[config.mk]
export PLATFORM = sky130hd
export DESIGN_NAME = mod_updown_counter
export DESIGN_NICKNAME = d
export VERILOG_FILES = /design/src/rtl/mod_updown_counter_pkg.sv /design/src/rtl/mod_updown_counter_rca_nbit.sv /design/src/rtl/mod_updown_counter.sv
export SDC_FILE = /design/constraint.sdc
export NUM_CORES = 1
export LEC_CHECK = 0
export BUFFER_PORTS_ARGS = -buffer_cell sky130_fd_sc_hd__buf_2
export CAP_MARGIN = 5
export CELL_PAD_IN_SITES_DETAIL_PLACEMENT = 1
export CELL_PAD_IN_SITES_GLOBAL_PLACEMENT = 1
export CORE_MARGIN = 5
export CORE_UTILIZATION = 30
export DETAILED_ROUTE_END_ITERATION = 10
export GPL_TIMING_DRIVEN = 0
export PLACE_DENSITY = 0.68
export SKIP_LAST_GASP = 1
export SYNTH_ARGS = -nofsm -noshare
export SYNTH_HDL_FRONTEND = slang
export SYNTH_SLANG_ARGS = --single-unit
[constraint.sdc]
create_clock -name clk -period 2.9 [get_ports clk]
set_input_delay 0.435 -clock clk [delete_from_list [all_inputs] [get_ports clk]]
set_output_delay 0.435 -clock clk [all_outputs]
set_load 0.02 [all_outputs]
[src/rtl/mod_updown_counter_pkg.sv]
// Shared encodings and helpers for the modulus up/down counter and its adder.
package mod_updown_counter_pkg;

  localparam int unsigned DEF_WIDTH   = 5;
  localparam int unsigned DEF_MODULUS = 32;
  localparam int unsigned DEF_MAX_VAL = DEF_MODULUS - 1;

  localparam logic MODE_WRAP = 1'b0;
  localparam logic MODE_SAT  = 1'b1;

  localparam logic DIR_UP = 1'b1;
  localparam logic DIR_DN = 1'b0;

  // Largest count value for a given modulus.
  function automatic int unsigned max_val(input int unsigned modulus);
    return modulus - 1;
  endfunction

endpackage

[src/rtl/mod_updown_counter_rca_nbit.sv]
// One-bit full-adder cell and the parametrised ripple-carry adder built from it.
module fa_cell (
  input  logic a,
  input  logic b,
  input  logic cin,
  output logic sum,
  output logic cout
);

  assign sum  = a ^ b ^ cin;
  assign cout = (a & b) | (cin & (a ^ b));

endmodule

module rca_nbit #(
  parameter int unsigned WIDTH = 5
) (
  input  logic [WIDTH-1:0] a,
  input  logic [WIDTH-1:0] b,
  input  logic             cin,
  output logic [WIDTH-1:0] sum,
  output logic             cout
);

  logic [WIDTH:0] w_carry;

  assign w_carry[0] = cin;

  // Carry ripples from bit 0 upward through one cell per bit.
  for (genvar i = 0; i < WIDTH; i++) begin : g_bit
    fa_cell u_fa (
      .a    (a[i]),
      .b    (b[i]),
      .cin  (w_carry[i]),
      .sum  (sum[i]),
      .cout (w_carry[i+1])
    );
  end

  assign cout = w_carry[WIDTH];

endmodule

[src/rtl/mod_updown_counter.sv]
// Registered up/down counter with programmable modulus, per-cycle step and
// wrap/saturate boundary handling; tc pulses and sticky ovf on boundary events.
module mod_updown_counter
  import mod_updown_counter_pkg::*;
#(
  parameter int unsigned WIDTH   = 5,
  parameter int unsigned MODULUS = 32
) (
  input  logic             clk,
  input  logic             rst_n,
  input  logic             en,
  input  logic             up_dn,
  input  logic [WIDTH-1:0] step,
  input  logic             mode,
  input  logic             load,
  input  logic [WIDTH-1:0] load_val,
  input  logic             clr_ovf,
  output logic [WIDTH-1:0] count,
  output logic             tc,
  output logic             ovf
);

  localparam int unsigned        W1      = WIDTH + 1;
  localparam logic [W1-1:0]      MOD_EXT = W1'(MODULUS);
  localparam logic [WIDTH-1:0]   MOD_LO  = WIDTH'(MODULUS);
  localparam logic [WIDTH-1:0]   MAX_CNT = WIDTH'(max_val(MODULUS));

  logic [WIDTH-1:0] r_count;
  logic             r_tc;
  logic             r_ovf;

  logic             w_up;
  logic [W1-1:0]    w_add_b;
  logic [W1-1:0]    w_sum;
  logic             w_sum_cout;
  logic [WIDTH-1:0] w_corr_b;
  logic [WIDTH-1:0] w_corr;
  logic             w_corr_cout_unused;
  logic             w_event;
  logic             w_load_oor;
  logic [WIDTH-1:0] w_count_nxt;
  logic             w_tc_nxt;
  logic             w_ovf_set;
  logic             w_ovf_nxt;

  assign w_up = (up_dn == DIR_UP);

  // Step add (up) or two's-complement subtract (down) at WIDTH+1 bits.
  assign w_add_b = w_up ? {1'b0, step} : ~{1'b0, step};

  rca_nbit #(.WIDTH(W1)) u_step_add (
    .a    ({1'b0, r_count}),
    .b    (w_add_b),
    .cin  (~w_up),
    .sum  (w_sum),
    .cout (w_sum_cout)
  );

  // Wrap correction: subtract MODULUS after an up overflow, add it after a borrow.
  assign w_corr_b = w_up ? ~MOD_LO : MOD_LO;

  rca_nbit #(.WIDTH(WIDTH)) u_mod_corr (
    .a    (w_sum[WIDTH-1:0]),
    .b    (w_corr_b),
    .cin  (w_up),
    .sum  (w_corr),
    .cout (w_corr_cout_unused)
  );

  assign w_event    = w_up ? (w_sum >= MOD_EXT) : ~w_sum_cout;
  assign w_load_oor = ({1'b0, load_val} >= MOD_EXT);

  // Next-state selection: load over enabled step over hold.
  always_comb begin
    w_count_nxt = r_count;
    w_tc_nxt    = 1'b0;
    w_ovf_set   = 1'b0;
    if (load) begin
      if (w_load_oor) begin
        w_count_nxt = MAX_CNT;
        w_ovf_set   = 1'b1;
      end else begin
        w_count_nxt = load_val;
      end
    end else if (en) begin
      if (w_event) begin
        w_tc_nxt  = 1'b1;
        w_ovf_set = 1'b1;
        if (mode == MODE_SAT) begin
          w_count_nxt = w_up ? MAX_CNT : '0;
        end else begin
          w_count_nxt = w_corr;
        end
      end else begin
        w_count_nxt = w_sum[WIDTH-1:0];
      end
    end
    w_ovf_nxt = w_ovf_set | (r_ovf & ~clr_ovf);
  end

  always_ff @(posedge clk) begin
    if (!rst_n) begin
      r_count <= '0;
      r_tc    <= 1'b0;
      r_ovf   <= 1'b0;
    end else begin
      r_count <= w_count_nxt;
      r_tc    <= w_tc_nxt;
      r_ovf   <= w_ovf_nxt;
    end
  end

  assign count = r_count;
  assign tc    = r_tc;
  assign ovf   = r_ovf;

endmodule

-- Yosys cells after proc, flatten, opt, wreduce, memory -nomap -nowiden
Cells that the tools add are included.
- output and inout port bits: 7
- input port bits: 17
- flip-flop bits (word level): 7
- word-level logic and storage cells: 70
- reduce and logical (&&, ||, !) cells: 1
- $lt $le $gt $ge: 1
- bitwise gates (word level): 55
- mux-type cells: 10
- operators by type and width (kind ; count):
    two-way mux 5 bit ; 5
    bitwise XOR 1 bit ; 21
    AND 1 bit ; 20
    bitwise OR 1 bit ; 10
    greater-or-equal comparator 6 bit, second input constant ; 1
    two-way mux 6 bit ; 1
    inverter 5 -> 6 bit ; 1
    two-way mux 1 bit ; 4
    inverter 1 bit ; 3
    nonzero test 2 bit ; 1

-- Longest topological paths before layout
Gate-level depths: netlist of the first run.
- depth after elaboration: 20
- mapped depth: 13

-- Modules after synthesis
From an unflattened synthesis of the first run, not the netlist that was laid out.
- cell total of the unflattened synthesis: 67
- area, all modules: 709.4 µm²
- modules (own cells, without submodules) (module ; area each (µm²) ; cells each ; times used):
    mod_updown_counter ; 489.2 ; 56 ; 1
    fa_cell ; 20.0 ; 1 ; 11

-- Worst setup path before layout of the first run
Ideal clock, no wire load.
- path type: in2reg
- start point: input up_dn
- end point: register r_count[4], in the netlist count[4]
- library setup time: 0.076 ns
- cell stages on the path: 13
- data arrival time: 2.844 ns
- path slack: -0.019 ns
- buffers on the path: 1
- data required time: 2.824 ns
- path through: buf_6 > inv_1 > mux2i_1 > fa_1 > inv_1 > fa_1 > fa_1 > inv_1 > fa_1 > nor4b_1 > a21oi_1 > o2111ai_1 > a21boi_0
- word-level cells in the longest chain between the ends: 18
- ends and longest elaborated chain (element ; line ; RTL):
    start: declaration ; mod_updown_counter.sv:12 ; input logic up_dn,
    two-way mux 6 bit ; mod_updown_counter.sv:49 ; assign w_add_b = w_up ? {1'b0, step} : ~{1'b0, step};
    bitwise XOR 1 bit ; mod_updown_counter_rca_nbit.sv:10, mod_updown_counter_rca_nbit.sv:11 ;
    AND 1 bit ; mod_updown_counter_rca_nbit.sv:11 ; assign cout = (a & b) | (cin & (a ^ b));
    bitwise OR 1 bit ; mod_updown_counter_rca_nbit.sv:11 ;
    AND 1 bit ; mod_updown_counter_rca_nbit.sv:11 ;
    bitwise OR 1 bit ; mod_updown_counter_rca_nbit.sv:11 ;
    AND 1 bit ; mod_updown_counter_rca_nbit.sv:11 ;
    bitwise OR 1 bit ; mod_updown_counter_rca_nbit.sv:11 ;
    [... 2 more ...] ; n/a ;
    AND 1 bit ; mod_updown_counter_rca_nbit.sv:11 ;
    bitwise OR 1 bit ; mod_updown_counter_rca_nbit.sv:11 ;
    bitwise XOR 1 bit or AND 1 bit (tied branches) ; mod_updown_counter_rca_nbit.sv:10, mod_updown_counter_rca_nbit.sv:11 ;
    greater-or-equal comparator 6 bit or inverter 1 bit (tied branches) ; mod_updown_counter.sv:70 ; assign w_event = w_up ? (w_sum >= MOD_EXT) : ~w_sum_cout;
    two-way mux 1 bit ; mod_updown_counter.sv:70 ;
    two-way mux 5 bit (*) ; mod_updown_counter.sv:86 ; if (w_event) begin
    two-way mux 5 bit (*) ; mod_updown_counter.sv:85 ; end else if (en) begin
    two-way mux 5 bit (*) ; mod_updown_counter.sv:78 ; if (load) begin
    end signal: assignment ; mod_updown_counter.sv:107 ; r_count <= w_count_nxt;
    end: declaration ; mod_updown_counter.sv:28 ; logic [WIDTH-1:0] r_count;
Mark *: on every way between the ends. The rest lies on a longest branch, timed or not. The select of a mux whose other input is x is not followed.
A chain may end at the register's enable or synchronous reset.

-- Worst setup path in the final report of the first run
Ends and elaborated chain as after synthesis.

==> out/metrics.yaml, run 1 <==
outcome:
  status: "complete, no violations"
sta:
  tightest_slew_ps: 430
  slew_headroom: 0.713
  whs_ps: 446
  finalSetupViolations: 0
  hold_viol: 0
  fin_tns_setup_ps: 0
  rsz0062_at_grt: "no"
  skew_ps: 3.29
  fin_crit_sh: 0.962
  slew_viol_final: 0
  fmax_mhz: 358
  min_period_ps: 2790
yosys:
  yosys_register_bits: 7
  synth_cell_types: 29
  synth_cells: 72
  synth_warnings: 0
  yosys.area.top_type: "dfxtp_1"
  netlist_area_um2: 628
  syn-num-nets: 94
  synth_top_area_share: 0.223
  synth_top_cells_by_area: "dfxtp_1, fa_1, buf_4"
  ys_seq_area_frac: 0.223
  avgSynthCellArea_um2: 8.72
cts:
  cts_max_level: 1
  clkLatencyLatePin_ps: 250
  cts_tree: "built"
  clkSinkCount: 7
  clock-root-buffer: "clkbuf_4"
  clk_pin_slew_ps: 50
  numCtsBuffers: 3
  cts_buffer_depth: 2
critical_path:
  start_kind: "primary input"
  cp_max_fo: 10
  crit_top_cell: "fa_2"
  crit_arrival_ps: 2920
  path_class: "in2reg"
  cp_top_family: "adder cells"
  cp_slowest_cell: "fa_2"
  crit_required_ps: 3030
  end_kind: "flop"
  crit_chain: "buf_8 > inv_2 > mux2i_2 > fa_2 > inv_1 > fa_2 > fa_2 > inv_2 > fa_2 > nor4b_2 > a21oi_1 > o2111ai_1 > a21boi_1"
  cp.buffers_inverters: 4
  max_stage_delay_ps: 440
cells_and_area:
  register_area_um2: 140
  finalNonFillerCells: 126
  final_cell_mix: "buf_2, dfxtp_1, a21oi_1, buf_4"
  multi_input_area_um2: 439
  final_core_util: 0.424
  fin_nets: 122
  antenna_cells: 0
  drive_gt1_frac: 0.444
  syn2layout_area_growth_pct: 33.7
  mostFrequentLayoutCell: "buf_2"
  fillers: 253
floorplan:
  die_h_um: 55.8
  coreArea_mm2: 0.00198
  start_util: 0.317
  io_pins: 24
  rows: 16
  die_x_um: 55.8
  die-area_mm2: 0.00311
global_routing:
  grt_pass1_wl_mm: 2.75
  grt_usage: 0.110
  grt_max_degree: 11
  grt_pass1_vias: 618
  antenna_found_initial: 0
  gr-total-overflow: 0
pwr:
  p_leak_nw: 0.374
  seqPwrFrac: 0.296
  combPwrFrac: 0.468
  switchingPower_mw: 0.134
  internal_power_mw: 0.243
  vdd_drop_max_v: 0.000233
  clock_power_share: 0.235
  powerDensity_mw_per_mm2: 450
  p_sw_frac: 0.355
drt:
  drc_errors: 0
  drt_wl_total_mm: 1.67
  ant_nets: 0
  post_drt_via_cell_ratio: 4.70
  wl_per_cell_um: 13.3
  drt_iter0_markers: 7
  vias: 592
  drt_first_pass_iters: 3
placement:
  place_inst: 121
  gp_congestion: 0.701
  port_buffers: 22
  hpwl_mm: 1.33
min_path:
  min_path_type: "in2reg"
flow_run:
  drv_cap: 0
-- cell type report --
cell class / count / area share
Clock buffer: 4 / 0.0313
Timing Repair Buffer: 23 / 0.140
Buffer: 7 / 0.0671
Inverter: 7 / 0.0313
Multi-Input combinational cell: 51 / 0.523
Tap cell: 27 / 0.0402
Sequential cell: 7 / 0.167
-- power groups by stage --
stage,Sequential [mW],Combinational (mW),Clock (mW)
2_1_floorplan,0.114,0.116,0
3_3_place_gp,0.113,0.156,0
3_5_place_dp,0.114,0.162,0
4_1_cts,0.112,0.164,0.0949
5_1_grt,0.113,0.198,0.101
6_report,0.112,0.177,0.0889
-- metal layers --
layer	up-vias	wire length (um)	GRT usage
li1	296	-	-
met1	279	742	0.130
met2	17	820	0.186
met3	0	107	0.0487
met4	0	0	0.0208
met5	-	0	0
-- metrics by stage --
step	setup slack [ps]	instance area (um^2)	total power, mW
after floorplan	0.177	637	0.229
after global placement	-222	781	0.269
after global routing	32.9	840	0.413
after detailed placement	-283	781	0.276
final	111	840	0.378
after CTS	-7.06	807	0.370
-- tightest hold or removal path: cells and delay by family --
family | cells | cell delay, ps
buffers and inverters | 1 | 100
AND/OR/NAND/NOR | 1 | 70
AO/OA/AOI/OAI | 1 | 40
-- kinds of logic (layout without fill, tap and decap cells) --
group / after synthesis / in the layout / share of synthesized area
buffers and inverters: 14 / 41 / 0.126
AND/OR/NAND/NOR: 20 / 20 / 0.193
flip-flops: 7 / 7 / 0.223
XOR/XNOR: 5 / 5 / 0.0697
adder cells (fa/ha/maj): 5 / 5 / 0.159
AO/OA/AOI/OAI: 20 / 20 / 0.213
multiplexers: 1 / 1 / 0.0159
-- sequential cells by signal (all words and copies together), names as in the netlist --
name   count
count      5
tc         1
ovf        1
-- repair_timing --
item                                    in CTS  in global routing
hold buffers                                 0                  0
gates resized for setup                      0                 10
hold endpoints to repair                     0                  0
endpoints found under the setup margin       1                  5
pin swaps                                    1                  6
buffers inserted                             0                  1
-- path summary, 6_finish.rpt --
path / start / to / slack (ps) / depth (start not counted)
hold / removal: load_val[0] / count[0] / 450 / 3
setup reg to reg: count[0] / count[4] / 130 / 11
setup / recovery: up_dn / count[4] / 110 / 13
hold reg to reg: ovf / ovf / 620 / 3
-- synthesized netlist by cell type --
cell type and number:
nand2b_1 5, buf_6 1, nor2b_1 3, a31o_1 1, nor3_1 1, mux2i_1 1, xor2_1 3, nand3b_1 1
xnor2_1 2, a21boi_0 1, o211ai_1 1, and2_1 1, fa_1 5, o21ai_0 5, o2111ai_1 1, buf_4 5
a21boi_2 1, o311ai_0 3, nor2b_4 1, nor2_1 2, nor4b_1 1, nand3_1 1, a21oi_1 6, and3_1 1
a211o_1 1, inv_1 7, clkbuf_1 1, nand2_1 3, dfxtp_1 7
(Power assumes the default switching activity.)
==> run 2: changes to the inputs <==
--- a/config.mk
+++ b/config.mk
@@ -10,10 +10,11 @@
 export CELL_PAD_IN_SITES_DETAIL_PLACEMENT = 1
 export CELL_PAD_IN_SITES_GLOBAL_PLACEMENT = 1
 export CORE_MARGIN = 5
-export CORE_UTILIZATION = 30
+export CORE_UTILIZATION = 32
+export CTS_BUF_LIST = sky130_fd_sc_hd__clkbuf_8
 export DETAILED_ROUTE_END_ITERATION = 10
 export GPL_TIMING_DRIVEN = 0
-export PLACE_DENSITY = 0.68
+export PLACE_DENSITY = 0.72
 export SKIP_LAST_GASP = 1
 export SYNTH_ARGS = -nofsm -noshare
 export SYNTH_HDL_FRONTEND = slang
==> run 2 against run 1 <==
Against the previous run:
- sequential share of layout area is 1.4 points lower
- final cell count is 1.6% higher
- count of clock-buffer cells in the layout is 1 lower
- first-iteration DRC count is 43% lower
- clock skew is 1.6 ps lower
- combinational power is 15% higher
- die area is 5.1% lower
- non-clock buffer count is 2 higher
- setup slack worse by 48 ps
- wire length is 2.3% higher
- sequential power hardly changed
- critical endpoint unchanged
==> out/metrics.yaml, run 2 (synthesis results as in run 1) <==
floorplan:
  rows: 16  # unchanged
  start_util: 0.327  # was 0.317
  io_pins: 24  # unchanged
  die_x_um: 54.3  # was 55.8 um
  die-area_mm2: 0.00295  # was 0.00311 mm^2
  coreArea_mm2: 0.00192  # was 0.00198 mm^2
  die_h_um: 54.3  # was 55.8 um
pwr:
  switchingPower_mw: 0.149  # was 0.134 mW
  combPwrFrac: 0.456  # was 0.468
  p_leak_nw: 0.412  # was 0.374 nW
  seqPwrFrac: 0.252  # was 0.296
  vdd_drop_max_v: 0.000214  # was 0.000233 V
  internal_power_mw: 0.299  # was 0.243 mW
  power_mw: 0.447  # was 0.378 mW
  p_sw_frac: 0.332  # was 0.355
  powerDensity_mw_per_mm2: 482  # was 450 mW/mm^2
  clock_power_share: 0.293  # was 0.235
critical_path:
  crit_arrival_ps: 2990  # was 2920 ps
  ff2ff_path_depth: 11  # unchanged
  r2r_end: "count[4]"  # unchanged
  crit_required_ps: 3050  # was 3030 ps
  end_kind: "flop"  # unchanged
  path_class: "in2reg"  # unchanged
  cp_max_fo: 4  # was 10
  worst-r2r-setup-slack_ps: 80  # was 130 ps
  r2r_start: "count[0]"  # unchanged
  start_kind: "primary input"  # unchanged
drt:
  ant_nets: 0  # unchanged
  post_drt_via_cell_ratio: 4.73  # was 4.70
  drc_errors: 0  # unchanged
  drt_iter0_markers: 4  # was 7
  drt_first_pass_iters: 2  # was 3
  vias: 605  # was 592
  drt_wl_total_mm: 1.71  # was 1.67 mm
  wl_per_cell_um: 13.3  # about the same
cts:
  clk_pin_slew_ps: 40  # was 50 ps
  numCtsBuffers: 3  # unchanged
  cts_buffer_depth: 2  # unchanged
  cts_tree: "built"  # unchanged
  clock-root-buffer: "clkbuf_8"  # was clkbuf_4
  cts_max_level: 1  # unchanged
  clkSinkCount: 7  # unchanged
  clkLatencyLatePin_ps: 220  # was 250 ps
sta:
  finalSetupViolations: 0  # unchanged
  fin_crit_sh: 0.978  # was 0.962
  slew_headroom: 0.736  # was 0.713
  slew_viol_final: 0  # unchanged
  rsz0062_at_grt: "yes"  # was no
  worst_slack_ps: 62.8  # was 111 ps
  fin_tns_setup_ps: 0  # unchanged
  min_period_ps: 2840  # was 2790 ps
  whs_ps: 462  # was 446 ps
  skew_ps: 1.66  # was 3.29 ps
  fmax_mhz: 352  # was 358 MHz
  hold_viol: 0  # unchanged
  tightest_slew_ps: 392  # was 430 ps
placement:
  hpwl_mm: 1.35  # was 1.33 mm
  placedInstanceArea_um2: 781  # unchanged
  place_inst: 121  # unchanged
  pre_cts_slack_ps: -277  # was -283 ps
  port_buffers: 22  # unchanged
  gp_congestion: 0.751  # was 0.701
global_routing:
  antenna_found_initial: 0  # unchanged
  grt_pass1_wl_mm: 2.73  # was 2.75 mm
  grt_pass1_vias: 624  # was 618
  gr-total-overflow: 0  # unchanged
  grt_usage: 0.130  # was 0.110
  grt_max_degree: 11  # unchanged
flow_run:
  drv_cap: 0  # unchanged
min_path:
  min-delay-start: "load_val[0]"  # unchanged
  hold_depth: 3  # unchanged
  min_path_type: "in2reg"  # unchanged
  whs_endpoint: "count[0]"  # unchanged
cells_and_area:
  finalInstanceArea_um2: 927  # was 840 um^2
  final_cell_mix: "buf_2, buf_4, dfxtp_1"  # was buf_2, dfxtp_1, a21oi_1, buf_4
  syn2layout_area_growth_pct: 47.6  # was 33.7%
  drive_gt1_frac: 0.515  # was 0.444
  finalNonFillerCells: 128  # was 126
  mostFrequentLayoutCell: "buf_2"  # unchanged
  final_core_util: 0.482  # was 0.424
  fin_nets: 124  # was 122
  largest_reg_flops: 5  # unchanged
  antenna_cells: 0  # unchanged
outcome:
  status: "complete, no violations"  # unchanged
run 2: what timing repair did:
item	4_1_cts	5_1_grt
gates resized for setup	4	19
hold endpoints to repair	0	0
pin swaps	2	9
setup endpoints to repair	1	4
buffers inserted	1	2
gates cloned	0	0
hold buffers	0	0
run 2: power groups by stage:
stage	registers, mW	clock network [mW]	logic, mW
after CTS	0.112	0.136	0.172
after detailed placement	0.114	0	0.162
after global routing	0.114	0.141	0.228
final	0.112	0.131	0.204
after floorplan	0.114	0	0.116
after global placement	0.113	0	0.154
run 2: final cells by class:
type                       instances  area (um^2)
clock inverter                     1         3.75
sequential                         7          141
inverter                           7         28.8
fill                             246          995
multi-input combinational         51          474
tap                               27         33.8
timing repair buffer              25          143
clock buffer                       3         41.3
buffer                             7         61.3
run 2: critical path, stage by stage:
cell and delay (ps):
buf_8 80, mux2i_4 230, fa_2 230, inv_2 40, fa_2 380, fa_2 590, inv_2 40, fa_2 360
nor4b_4 150, a21oi_2 140, o2111ai_2 130, a21boi_1 170
run 2: routing by layer:
layer	global-route usage	routed length, um	vias up	share of wire
met5	0	0	-	0
met4	0.0622	25	0	0.015
met3	0.0191	85	2	0.050
met2	0.221	864	16	0.51
met1	0.159	733	287	0.43
li1	-	-	300	-
run 2: worst max-delay path by stage:
| stage | startpoint | end | slack, ps |
|---|---|---|---|
| finish | step[0] | count[4] | 60 |
| global placement | up_dn | count[4] | -240 |
| CTS | up_dn | count[4] | 10 |
| detailed placement | up_dn | count[4] | -280 |
| floorplan | up_dn | count[4] | 0.2 |
| global route | step[0] | count[4] | -40 |
